**src/rtl/div_job_sequencer.sv**
```systemverilog
// div_job_sequencer
// Accepts one division job at a time, feeds the operands to an external
// multi-cycle divider through its clear/start/data protocol, waits for the
// result (bounded by TIMEOUT cycles) and holds it until downstream takes it.
// A zero divisor never reaches the divider; the result is synthesised here.
//
// Ports
//   clk, rst                       clock, synchronous active-high reset
//   in_valid / in_ready            job handshake, operands in_dividend/in_divisor
//   div_clear, div_start, div_data divider control and operand bus
//   div_done, div_quotient/_remainder  divider completion and result
//   out_valid / out_ready          result handshake
//   out_quotient, out_remainder    held result
//   out_divzero, out_timeout       status of the held result
module div_job_sequencer #(
  parameter int TIMEOUT = 140000
) (
  input  logic        clk,
  input  logic        rst,
  input  logic        in_valid,
  output logic        in_ready,
  input  logic [15:0] in_dividend,
  input  logic [15:0] in_divisor,
  output logic        div_clear,
  output logic        div_start,
  output logic [15:0] div_data,
  input  logic        div_done,
  input  logic [15:0] div_quotient,
  input  logic [15:0] div_remainder,
  output logic        out_valid,
  input  logic        out_ready,
  output logic [15:0] out_quotient,
  output logic [15:0] out_remainder,
  output logic        out_divzero,
  output logic        out_timeout
);

  localparam int CW = $clog2(TIMEOUT + 1);
  localparam logic [CW-1:0] TMO_LAST = CW'(TIMEOUT - 1);

  localparam logic [2:0] S_IDLE   = 3'd0;
  localparam logic [2:0] S_CLEAR  = 3'd1;
  localparam logic [2:0] S_START  = 3'd2;
  localparam logic [2:0] S_LOAD_A = 3'd3;
  localparam logic [2:0] S_LOAD_B = 3'd4;
  localparam logic [2:0] S_WAIT   = 3'd5;
  localparam logic [2:0] S_RESULT = 3'd6;

  logic [2:0]    state_r;
  logic [2:0]    state_nxt_s;
  logic [CW-1:0] cnt_r;
  logic [15:0]   dividend_r;
  logic [15:0]   divisor_r;
  logic          accept_s;

  logic          in_ready_r;
  logic          out_valid_r;
  logic          div_clear_r;
  logic          div_start_r;
  logic [15:0]   div_data_r;
  logic [15:0]   div_data_nxt_s;
  logic [15:0]   out_quotient_r;
  logic [15:0]   out_remainder_r;
  logic          out_divzero_r;
  logic          out_timeout_r;

  logic          res_load_s;
  logic [15:0]   res_q_s;
  logic [15:0]   res_r_s;
  logic          res_dz_s;
  logic          res_to_s;

  assign accept_s = in_valid && (state_r == S_IDLE);

  // Next-state and result-capture decision
  always_comb begin
    state_nxt_s = state_r;
    res_load_s  = 1'b0;
    res_q_s     = out_quotient_r;
    res_r_s     = out_remainder_r;
    res_dz_s    = out_divzero_r;
    res_to_s    = out_timeout_r;
    case (state_r)
      S_IDLE: begin
        if (in_valid) begin
          if (in_divisor == 16'd0) begin
            // Divide-by-zero is answered locally without touching the divider
            state_nxt_s = S_RESULT;
            res_load_s  = 1'b1;
            res_q_s     = 16'hFFFF;
            res_r_s     = in_dividend;
            res_dz_s    = 1'b1;
            res_to_s    = 1'b0;
          end else begin
            state_nxt_s = S_CLEAR;
          end
        end else begin
          state_nxt_s = S_IDLE;
        end
      end
      S_CLEAR:  state_nxt_s = S_START;
      S_START:  state_nxt_s = S_LOAD_A;
      S_LOAD_A: state_nxt_s = S_LOAD_B;
      S_LOAD_B: state_nxt_s = S_WAIT;
      S_WAIT: begin
        // A done on the last allowed cycle still counts as a real result
        if (div_done) begin
          state_nxt_s = S_RESULT;
          res_load_s  = 1'b1;
          res_q_s     = div_quotient;
          res_r_s     = div_remainder;
          res_dz_s    = 1'b0;
          res_to_s    = 1'b0;
        end else if (cnt_r == TMO_LAST) begin
          state_nxt_s = S_RESULT;
          res_load_s  = 1'b1;
          res_q_s     = 16'd0;
          res_r_s     = 16'd0;
          res_dz_s    = 1'b0;
          res_to_s    = 1'b1;
        end else begin
          state_nxt_s = S_WAIT;
        end
      end
      S_RESULT: begin
        if (out_ready) begin
          state_nxt_s = S_IDLE;
        end else begin
          state_nxt_s = S_RESULT;
        end
      end
      default: state_nxt_s = S_IDLE;
    endcase
  end

  // Operand bus value for the upcoming state
  always_comb begin
    div_data_nxt_s = 16'd0;
    case (state_nxt_s)
      S_START, S_LOAD_A: div_data_nxt_s = dividend_r;
      S_LOAD_B, S_WAIT:  div_data_nxt_s = divisor_r;
      default:           div_data_nxt_s = 16'd0;
    endcase
  end

  // State, counter, operands and registered outputs (decoded from next state)
  always_ff @(posedge clk) begin
    if (rst) begin
      state_r         <= S_IDLE;
      cnt_r           <= '0;
      dividend_r      <= 16'd0;
      divisor_r       <= 16'd0;
      in_ready_r      <= 1'b1;
      out_valid_r     <= 1'b0;
      div_clear_r     <= 1'b0;
      div_start_r     <= 1'b0;
      div_data_r      <= 16'd0;
      out_quotient_r  <= 16'd0;
      out_remainder_r <= 16'd0;
      out_divzero_r   <= 1'b0;
      out_timeout_r   <= 1'b0;
    end else begin
      state_r     <= state_nxt_s;
      in_ready_r  <= (state_nxt_s == S_IDLE);
      out_valid_r <= (state_nxt_s == S_RESULT);
      div_clear_r <= (state_nxt_s == S_CLEAR);
      div_start_r <= (state_nxt_s == S_START);
      div_data_r  <= div_data_nxt_s;
      if ((state_r == S_WAIT) && (state_nxt_s == S_WAIT)) begin
        cnt_r <= cnt_r + {{(CW-1){1'b0}}, 1'b1};
      end else begin
        cnt_r <= '0;
      end
      if (accept_s) begin
        dividend_r <= in_dividend;
        divisor_r  <= in_divisor;
      end
      if (res_load_s) begin
        out_quotient_r  <= res_q_s;
        out_remainder_r <= res_r_s;
        out_divzero_r   <= res_dz_s;
        out_timeout_r   <= res_to_s;
      end
    end
  end

  assign in_ready      = in_ready_r;
  assign out_valid     = out_valid_r;
  assign div_clear     = div_clear_r;
  assign div_start     = div_start_r;
  assign div_data      = div_data_r;
  assign out_quotient  = out_quotient_r;
  assign out_remainder = out_remainder_r;
  assign out_divzero   = out_divzero_r;
  assign out_timeout   = out_timeout_r;

endmodule

```
**config.mk**
```make
export PLATFORM = sky130hd
export DESIGN_NAME = div_job_sequencer
export DESIGN_NICKNAME = d
export VERILOG_FILES = /design/src/rtl/div_job_sequencer.sv
export SDC_FILE = /design/constraint.sdc
export NUM_CORES = 1
export LEC_CHECK = 0
export ABC_AREA = 1
export CORE_MARGIN = 8
export CORE_UTILIZATION = 40
export CTS_CLUSTER_DIAMETER = 80
export DETAILED_ROUTE_END_ITERATION = 7
export PLACE_DENSITY = 0.67
export SLEW_MARGIN = 15
export SYNTH_ARGS = -nofsm -noshare
export SYNTH_HDL_FRONTEND = slang
export SYNTH_SLANG_ARGS = --single-unit
```
**constraint.sdc**
```tcl
create_clock -name clk -period 3.8 [get_ports clk]
set_clock_uncertainty 0.1 [all_clocks]
set_input_delay 0.57 -clock clk [delete_from_list [all_inputs] [get_ports clk]]
set_output_delay 0.57 -clock clk [all_outputs]
set_load 0.03 [all_outputs]
```
# Word-level counts from Yosys, hierarchy flattened
# Cells that the tools add are included.
# classes
n_shift	0
muxes	31
n_eq_ne	16
div_mod_pow	0
multipliers	0
order_cmp	0
bitwise_logic	1
n_reduce_logical	10
n_addsub	1
# ops
op	count
$mux 16	7
$pmux 16 s2	3
$pmux 3 s7	1
$add 18x1->18 const B	1
$eq 18x18->1 const B	1
$eq 3x3->1 const B	6
$logic_not 16->1	1
$eq 3x2->1 const B	4
$mux 1	12
$mux 3	3
$eq 3x1->1 const B	2
$logic_not 3->1	2
$pmux 1 s2	3
$reduce_or 2->1	3
$reduce_and 5->1	1
$mux 2	2
$ne 3x3->1 const B	1
$logic_and 1x1->1	2
$ne 2x1->1 const B	1
$ne 2x2->1 const B	1
$reduce_bool 2->1	1
$not 1->1	1
# word_totals
latchBits	0
memories	0
register_bits	107
rom_bits	0
elab_cells	72
mem_bits_rw	0
input_bits	69
output_inout_bits	54

# Longest topological paths before layout
# Gate-level depths: netlist of the first run.
# depth
depth_word	8
depth_mapped	11

# Least setup slack after synthesis of the first run
# OpenSTA, ideal clock, no wires.
# synth_timing
path_type	in2reg
start	in in_divisor[11]
end	reg out_remainder_r[10] (netlist: out_remainder[10])
t_required_ps	3587
path_slack_ps	2027
setup_time_ps	113
stages	9
t_arrival_ps	1561
cell_sequence	nor2_1 > nand2_1 > nor2_2 > nand2_1 > o21ai_1 > nand3_4 > buf_4 > nor2_1 > nor2_1
# synth_between
elab_chain_len	5
word_cells_on_any_way	6
cone_classes	1 x eq/ne; 3 x mux; 2 x reduce/logical
# synth_rtl
element	line	rtl
from (decl)	23	input logic [15:0] in_divisor,
$logic_not 16->1 (*)	86	if (in_divisor == 16'd0) begin
$mux 1	86	
$mux 1	85	if (in_valid) begin
$pmux 1 s2	83	case (state_r)
$reduce_and 5->1 (no line) (*)	-	
to (signal assigned)	180	out_remainder_r <= res_r_s;
to (decl)	63	logic [15:0] out_remainder_r;
# Every way passes the cells marked *; elsewhere a longest branch is shown, timed or not.
# A chain may end at the register's enable or synchronous reset.

# Worst setup path after layout of the first run
# layout_timing
start	in in_valid
end	reg dividend_r[4]
# layout_between
elab_chain_len	1
# layout_rtl
element	line	rtl
from (decl)	20	input logic in_valid,
$logic_and 1x1->1	73	assign accept_s = in_valid && (state_r == S_IDLE);
to (signal assigned)	175	dividend_r <= in_dividend;
to (decl)	52	logic [15:0] dividend_r;
# Every way passes these cells.

==> results.cfg, run 1 <==
[run_status]
status = complete, no violations

[die]
coreArea_um2 = 11900
dieArea_um2 = 15800
die_w_um = 126
top_level_ports = 123
die_y_um = 126
start_util_pct = 40.5
core.rowCount = 40

[placed_design]
place_area_um2 = 6060
hpwlAfterDp_um = 9890
port_buffers = 122
post-place-cells = 905
place_congestion = 0.854

[clock_tree]
cts_root_buf = clkbuf_16
numCtsBuffers = 9
path_clk_slew_ns = 0.07
clk_latency_ns = 0.35
cts.hold.buffers_added = 0
cts_resized = 0
cts_sinks = 107
postCtsSetupBuffers = 0
htreeDepth = 3
cts_buffer_depth = 2
cts_tree = built

[yosys]
yosys.area_share.simple_pct = 38.2
synth_top_family_by_area = simple AND/OR/NAND/NOR gates
avgSynthCellArea_um2 = 7.21
syn-num-nets = 736
yosys_warnings = 0
synth_area_leaders = dfxtp_1 45%, nor2_1 12%, nand2_1 12%
synth_compound_area_share_pct = 8.49
synth_area_um2 = 4800
synthArstFlopShare_pct = 0
synth-xor-area-share_pct = 1.64
synth_top_area_cell = dfxtp_1
synth_seq_area_share_pct = 44.6
ys_ff_latch = 107
postSynthCellCount = 666
synth_mux_area_share_pct = 0
synth.top_cell.area_share_pct = 44.6
synth_fa_ha_area_share_pct = 0.260
synth_ff_type = dfxtp_1
synth_edf_count = 0
synth_cell_types = 34

[layout]
area_delta_synth_final_pct = 31.9
mostFrequentLayoutCells = 156 x nor2_1, 151 x nand2_1, 122 x clkdlybuf4s50_1
mostFrequentLayoutCell = nor2_1
finalNonFillerCells = 921
nets = 839
finalInstanceArea_um2 = 6340
drive_gt1_share_pct = 8.79
post-route-util_pct = 53.4
antenna_cells = 0

[setup_path]
r2r_end = dividend_r[4]
endpoint_kind = flop
worst_ep_arrival_time_ns = 2.36
crit_family = buffers and inverters
worstSetupStartpointType = input pin
critPathRequiredTime_ns = 3.94
timing.rr.start = state_r[0]
slowest_delay_ns = 0.53
slowest_stage = inv_1
cp_num_buf_inv = 3
crit_chain = clkdlybuf4s50_1 > inv_1 > nor2_8 > inv_1 > nor2_1 > nor2_1
worstPathMaxFanout = 35
regToRegSetupSlack_ns = 1.69
reg2reg_depth = 6
crit_type = in2reg

[power_and_ir_drop]
p_seq_share_pct = 48.2
power.internal_mw = 1.85
irDropWorstVdd_mv = 0.336
netSwitchingFraction_pct = 28.7
power_frac_comb_pct = 17.6
p_switching_uw = 745
p_leak_nw = 2.58
power_density_nw_per_um2 = 410
pwr-share-clk_pct = 34.2

[sta]
max_freq_ghz = 0.451
setup_viol = 0
fin_setup_tns_ns = 0
worst_slew_pin_slew_ns = 0.986
hold_ws_ns = 0.365
rsz0062_at_grt = false
period_minus_slack_ns = 2.22
slew_viol_final = 0
finalHoldViolations = 0
min_period_over_period_pct = 58.3
slew_headroom_pct = 34.2

[detailed_routing]
post_drt_via_cell_ratio = 4.89
vias = 4503
wire_per_inst_um = 14.4
wl_um = 13200
drt.antenna.violating_nets = 0
drc = 0
drt_iter0_drc = 220
first_pass_iters = 5

[worst_hold_path]
hp-start = out_quotient[11]
hold_class = reg2reg
hold_depth = 2
whs_endpoint = out_quotient[11]

[flow_run]
drv_cap = 0

[global_route]
grt_pass1_vias = 4406
grt_usage_pct = 16.8
globalRouteOverflowTotal = 0
grt_max_degree = 45
antenna_found_initial = 0
grt_pass1_wl_um = 21400
cell usage after synthesis (5+ instances only):
cell        n
a21oi_1    24
buf_2       9
clkbuf_1   14
dfxtp_1   107
inv_1      38
nand2_1   151
nand3_1    35
nand3_2    10
nand3_4     5
nor2_1    156
nor2_2     13
o21ai_0    52
xor2_1      8
state kept, by name, indices dropped and copies added (netlist names), 3 cells and up:
name           count
state_r            3
out_remainder     16
cnt_r             18
out_quotient      16
div_data          16
divisor_r         16
dividend_r        16
power by group through the flow:
stage	registers (mW)	logic [mW]	clock network [mW]
after floorplan	1.31	0.247	0
after global placement	1.27	0.451	0
after detailed placement	1.28	0.458	0
after CTS	1.25	0.461	0.910
after global routing	1.26	0.504	0.950
final	1.25	0.457	0.890
worst max-delay path by stage:
stage	startpoint	end	slack (ns)	depth (start not counted)
6_report	in_valid	dividend_r[4]	1.58	6
2_1_floorplan	in_divisor[11]	out_remainder[10]	2.03	9
3_3_place_gp	in_valid	divisor_r[14]	1.29	6
3_5_place_dp	in_valid	divisor_r[12]	1.22	6
5_1_grt	in_valid	divisor_r[13]	1.40	6
4_1_cts	in_valid	divisor_r[12]	1.58	6
cells by family (layout without fill, tap and decap cells):
kind of cell | after synthesis | after routing
simple gates | 394 | 394
flops | 107 | 107
xor+xnor | 9 | 9
fa+ha+maj | 1 | 1
buf+inv | 75 | 183
compound gates | 80 | 80
worst register-to-register path, cell delays in order (launching register included):
cell and delay [ns]:
dfxtp_1 0.40, nor2_4 0.18, nand2_2 0.12, nor2_8 0.34, inv_1 0.54, nor2_1 0.25, nor2_1 0.07
cell type report:
type / count / area (um2)
Clock inverter: 5 / 35.0
Timing Repair Buffer: 125 / 1240
Tap cell: 147 / 184
Inverter: 42 / 158
Sequential cell: 107 / 2140
Clock buffer: 11 / 243
Multi-Input combinational cell: 484 / 2330
Fill cell: 1137 / 5520
metal layers:
layer | up-vias | part of all wire [%] | track usage [%]
met4 | 0 | 1.1 | 4.08
met2 | 145 | 48 | 27.7
met5 | - | 0 | 0
met3 | 11 | 7.9 | 6.46
li1 | 2296 | - | -
met1 | 2051 | 43 | 20.2
through the flow:
| step | setup slack (ns) | power [mW] |
|---|---|---|
| floorplan | 2.03 | 1.56 |
| finish | 1.58 | 2.60 |
| global placement | 1.29 | 1.73 |
| detailed placement | 1.22 | 1.73 |
| global route | 1.40 | 2.72 |
| CTS | 1.58 | 2.62 |
Power figures use the tool's default switching activity.
==> run 2: changes to the inputs <==
==> constraint.sdc (replaced) <==
create_clock -name clk -period 2.2 [get_ports clk]
set_clock_uncertainty 0.1 [all_clocks]
set_input_delay 0.33 -clock clk [delete_from_list [all_inputs] [get_ports clk]]
set_output_delay 0.33 -clock clk [all_outputs]
set_load 0.03 [all_outputs]
==> results.cfg, run 2 (same netlist as run 1, synthesis figures left out) <==
[clock_tree]
cts.hold.buffers_added = 0
cts_tree = built
postCtsSetupBuffers = 0
path_clk_slew_ns = 0.07
clk_latency_ns = 0.36
cts_resized = 0
htreeDepth = 3
cts_root_buf = clkbuf_16
cts_sinks = 107
cts_buffer_depth = 2
numCtsBuffers = 9

[sta]
hold_ws_ns = 0.356
slew_headroom_pct = 73.2
max_freq_ghz = 0.525
finalHoldViolations = 0
setup_viol = 0
rsz0062_at_grt = false
slew_viol_final = 0
fin_setup_tns_ns = 0
min_period_over_period_pct = 86.5
worst_slew_pin_slew_ns = 0.402
period_minus_slack_ns = 1.90

[flow_run]
drv_cap = 0

[layout]
mostFrequentLayoutCell = nor2_1
largest_register = cnt_r
antenna_cells = 0
largest_reg_flops = 18
drive_gt1_share_pct = 9.97
finalInstanceArea_um2 = 6420
fillCellCount = 1145
area_delta_synth_final_pct = 33.6
nets = 847
mostFrequentLayoutCells = 156 x nor2_1, 151 x nand2_1, 122 x clkdlybuf4s50_1

[setup_path]
r2r_end = out_quotient[2]
worst_ep_arrival_time_ns = 2.09
slowest_delay_ns = 0.39
reg2reg_depth = 9
slowest_stage = dfxtp_2
critPathRequiredTime_ns = 2.39
regToRegSetupSlack_ns = 0.30
crit_chain = ha_1 > nand2_1 > nor2_2 > nand3_4 > nand2_8 > nand2_8 > nand2_4 > nor2_1 > nor2_1
endpoint_kind = flop
worstSetupStartpointType = flop
timing.rr.start = cnt_r[0]
crit_type = reg2reg
worstPathMaxFanout = 19

[worst_hold_path]
hold_depth = 2
hold_class = reg2reg
hp-start = divisor_r[3]
whs_endpoint = div_data[3]

[die]
core.rowCount = 40
dieArea_um2 = 15800
coreArea_um2 = 11900
start_util_pct = 40.5
die_w_um = 126
die_y_um = 126
top_level_ports = 123

[run_status]
status = complete, no violations

[global_route]
grt_max_degree = 45
antenna_found_initial = 0
globalRouteOverflowTotal = 0
grt_pass1_vias = 4634
grt_pass1_wl_um = 22600
grt_usage_pct = 17.6

[power_and_ir_drop]
irDropWorstVdd_mv = 0.599
power_density_nw_per_um2 = 711
p_leak_nw = 2.63
finalPower_mw = 4.57

[detailed_routing]
drt_iter0_drc = 314
wire_per_inst_um = 14.9
drt.antenna.violating_nets = 0
drc = 0
vias = 4531
first_pass_iters = 5
post_drt_via_cell_ratio = 4.88
wl_um = 13800

[placed_design]
hpwlAfterDp_um = 10200
port_buffers = 122
place_congestion = 0.835
place_area_um2 = 6130
-- run 2: cell types whose count changed in the layout (fill, tap and decap cells not counted) --
cell | previous run | this run
clkbuf_8 | 1 | 2
clkbuf_1 | 1 | 0
inv_6 | 2 | 1
clkinv_4 | 0 | 1
dfxtp_1 | 107 | 106
buf_12 | 0 | 1
dfxtp_2 | 0 | 1
buf_4 | 3 | 10
-- run 2: cell type report --
| cell class | instances | area [um2] | area share (%) |
|---|---|---|---|
| clock buffers | 11 | 253 | 3.94 |
| flip-flops and latches | 107 | 2140 | 33.4 |
| well taps | 147 | 184 | 2.86 |
| inverters | 42 | 158 | 2.46 |
| multi-input cells | 484 | 2330 | 36.3 |
| repair buffers | 133 | 1320 | 20.5 |
| clock inverters | 5 | 35.0 | 0.546 |
-- run 2: power breakdown --
part	switching, mW	leakage, nW	internal (mW)	total [mW]
logic	0.488	1.62	0.345	0.834
registers	0.0798	0.871	2.08	2.16
clock network	0.737	0.142	0.832	1.57
total	1.31	2.63	3.26	4.57
-- run 2: metrics by stage --
step	instances	worst slack, ns	utilization [%]
finish	929	0.297	54.1
global route	929	0.0760	54.1
CTS	929	0.172	54.1
detailed placement	913	0.0685	51.7
global placement	913	0.124	51.7
floorplan	666	0.510	-
-- run 2: worst max-delay path by stage --
stage	from	end	slack, ns
floorplan	cnt_r[0]	out_remainder[10]	0.51
global placement	in_divisor[1]	out_quotient[1]	0.12
detailed placement	in_divisor[3]	out_remainder[14]	0.07
CTS	cnt_r[0]	out_quotient[2]	0.17
global route	cnt_r[0]	out_quotient[1]	0.08
finish	cnt_r[0]	out_quotient[2]	0.30
-- run 2: routing by layer --
layer / track usage, % / wire [um] / up-vias
li1: - / - / 2312
met1: 20.4 / 6000 / 2078
met2: 29.0 / 6600 / 120
met3: 5.95 / 887 / 21
met4: 7.66 / 335 / 0
met5: 0 / 0 / -
-- run 2: worst max-delay path: cells and delay by family (launching register included) --
kind                       cells  cell delay (ns)
DFF                            1             0.39
and+or+nand+nor                8             1.16
adders and majority gates      1             0.18
==> run 3: changes to the inputs <==
--- a/config.mk
+++ b/config.mk
@@ -6,11 +6,12 @@
 export NUM_CORES = 1
 export LEC_CHECK = 0
 export ABC_AREA = 1
-export CORE_MARGIN = 8
+export CAP_MARGIN = 20
 export CORE_UTILIZATION = 40
 export CTS_CLUSTER_DIAMETER = 80
 export DETAILED_ROUTE_END_ITERATION = 7
 export PLACE_DENSITY = 0.67
+export REMOVE_ABC_BUFFERS = 1
 export SLEW_MARGIN = 15
 export SYNTH_ARGS = -nofsm -noshare
 export SYNTH_HDL_FRONTEND = slang
==> results.cfg, run 3 (same netlist as run 1, synthesis figures left out) <==
[run_status]
status = finished, violations left
failed_checks = design-rule violations

[detailed_routing]
wl_um = 12500
wire_per_inst_um = 13.5
drt_iter0_drc = 269
vias = 4514
post_drt_via_cell_ratio = 4.85
first_pass_iters = 7
drt.antenna.violating_nets = 0
drc = 7

[placed_design]
hpwlAfterDp_um = 8790
place_congestion = 0.781
port_buffers = 122
dp_slack_ns = 0.0263
place_area_um2 = 6150

[setup_path]
startpoint = state_r[2]
worst_ep_arrival_time_ns = 2.03
regToRegSetupSlack_ns = 0.34
slowest_delay_ns = 0.52
worstPathMaxFanout = 17
timing.rr.start = state_r[2]
endpoint = dividend_r[13]
crit_chain = inv_2 > nand2_2 > nor2_8 > inv_1 > buf_4 > nor2_1 > nor2_1
reg2reg_depth = 7
endpoint_kind = flop
critPathRequiredTime_ns = 2.37
crit_type = reg2reg
slowest_stage = dfxtp_1
crit_top_cell = nor2_1
r2r_end = dividend_r[13]
worstSetupStartpointType = flop

[flow_run]
drv_cap = 0

[clock_tree]
cts.hold.buffers_added = 0
cts_tree = built
cts_buffer_depth = 2
htreeDepth = 3
postCtsSetupBuffers = 0
clk_latency_ns = 0.34
cts_resized = 0
path_clk_slew_ns = 0.07
cts_sinks = 107
cts_root_buf = clkbuf_16
numCtsBuffers = 9

[layout]
finalInstanceArea_um2 = 6470
mostFrequentLayoutCell = nor2_1
largest_reg_flops = 18
area_delta_synth_final_pct = 34.6
mostFrequentLayoutCells = 156 x nor2_1, 151 x nand2_1, 122 x clkdlybuf4s50_1
seqCellArea_um2 = 2140
nets = 852
largest_register = cnt_r
multi_input_area_um2 = 2330
drive_gt1_share_pct = 10.3
antenna_cells = 0
fillCellCount = 1066

[die]
start_util_pct = 41.5
dieArea_um2 = 12500
core.rowCount = 39
coreArea_um2 = 11600
top_level_ports = 123
die_w_um = 112
die_y_um = 112

[sta]
setup_ws_ns = 0.343
worst_slew_pin_slew_ns = 0.587
finalHoldViolations = 0
slew_headroom_pct = 60.8
slew_viol_final = 0
setup_viol = 0
fin_setup_tns_ns = 0
max_freq_ghz = 0.539
min_period_over_period_pct = 84.4
rsz0062_at_grt = false
period_minus_slack_ns = 1.86

[power_and_ir_drop]
irDropWorstVdd_mv = 0.512
p_leak_nw = 2.67
power_density_nw_per_um2 = 727
finalPower_mw = 4.70

[global_route]
grt_usage_pct = 20.7
globalRouteOverflowTotal = 0
antenna_found_initial = 0
grt_pass1_vias = 4363
grt_pass1_wl_um = 20800
grt_max_degree = 29

[worst_hold_path]
hold_class = reg2reg
## run 3: changes by cell type in the layout (fill, tap and decap cells not counted), sizes merged
| cell | previous run | this run |
|---|---|---|
| clkinvlp | 1 | 0 |
| clkinv | 3 | 1 |
| buf | 11 | 16 |
| clkbuf | 11 | 13 |
| bufinv | 0 | 1 |
## run 3: layout make-up
class                           instances  share of cell area (%)
Clock buffer                           13                    4.18
Clock inverter                          3                   0.677
Inverter                               42                    2.44
Multi-Input combinational cell        484                    36.1
Sequential cell                       107                    33.1
Tap cell                              143                    2.77
Timing Repair Buffer                  138                    20.7
## run 3: where the power goes
part	internal [mW]	switching, mW
Clock	0.980	0.706
Sequential	2.08	0.0796
Combinational	0.350	0.501
## run 3: worst min path at each step
stage | cells after the start | slack, ns | startpoint | endpoint
floorplan | 1 | 0.30 | rst | div_data[0]
global placement | 2 | 0.34 | divisor_r[7] | div_data[7]
detailed placement | 2 | 0.36 | divisor_r[6] | div_data[6]
CTS | 2 | 0.37 | divisor_r[8] | div_data[8]
global route | 2 | 0.38 | cnt_r[17] | cnt_r[17]
finish | 2 | 0.36 | divisor_r[6] | div_data[6]
## run 3: per-layer routing
| layer | track usage, % | part of all wire, % | vias to the layer above |
|---|---|---|---|
| met1 | 25.8 | 45 | 2050 |
| met3 | 6.21 | 7.2 | 16 |
| li1 | - | - | 2321 |
| met5 | 0 | 0 | - |
| met2 | 34.3 | 46 | 127 |
| met4 | 6.40 | 1.6 | 0 |
## run 3: worst max-delay path, delay by kind of cell (launching register included)
| kind | cells | cell delay (ns) |
|---|---|---|
| buffers and inverters | 3 | 0.81 |
| DFF | 1 | 0.52 |
| and+or+nand+nor | 4 | 0.34 |
## run 3: per-stage QoR
stage | util, % | cells | hold WS, ns
4_1_cts | 55.9 | 930 | 0.368
5_1_grt | 55.9 | 930 | 0.382
3_5_place_dp | 53.2 | 914 | 0.358
3_3_place_gp | 53.2 | 914 | 0.345
2_1_floorplan | - | 633 | 0.299
6_report | 55.9 | 930 | 0.365
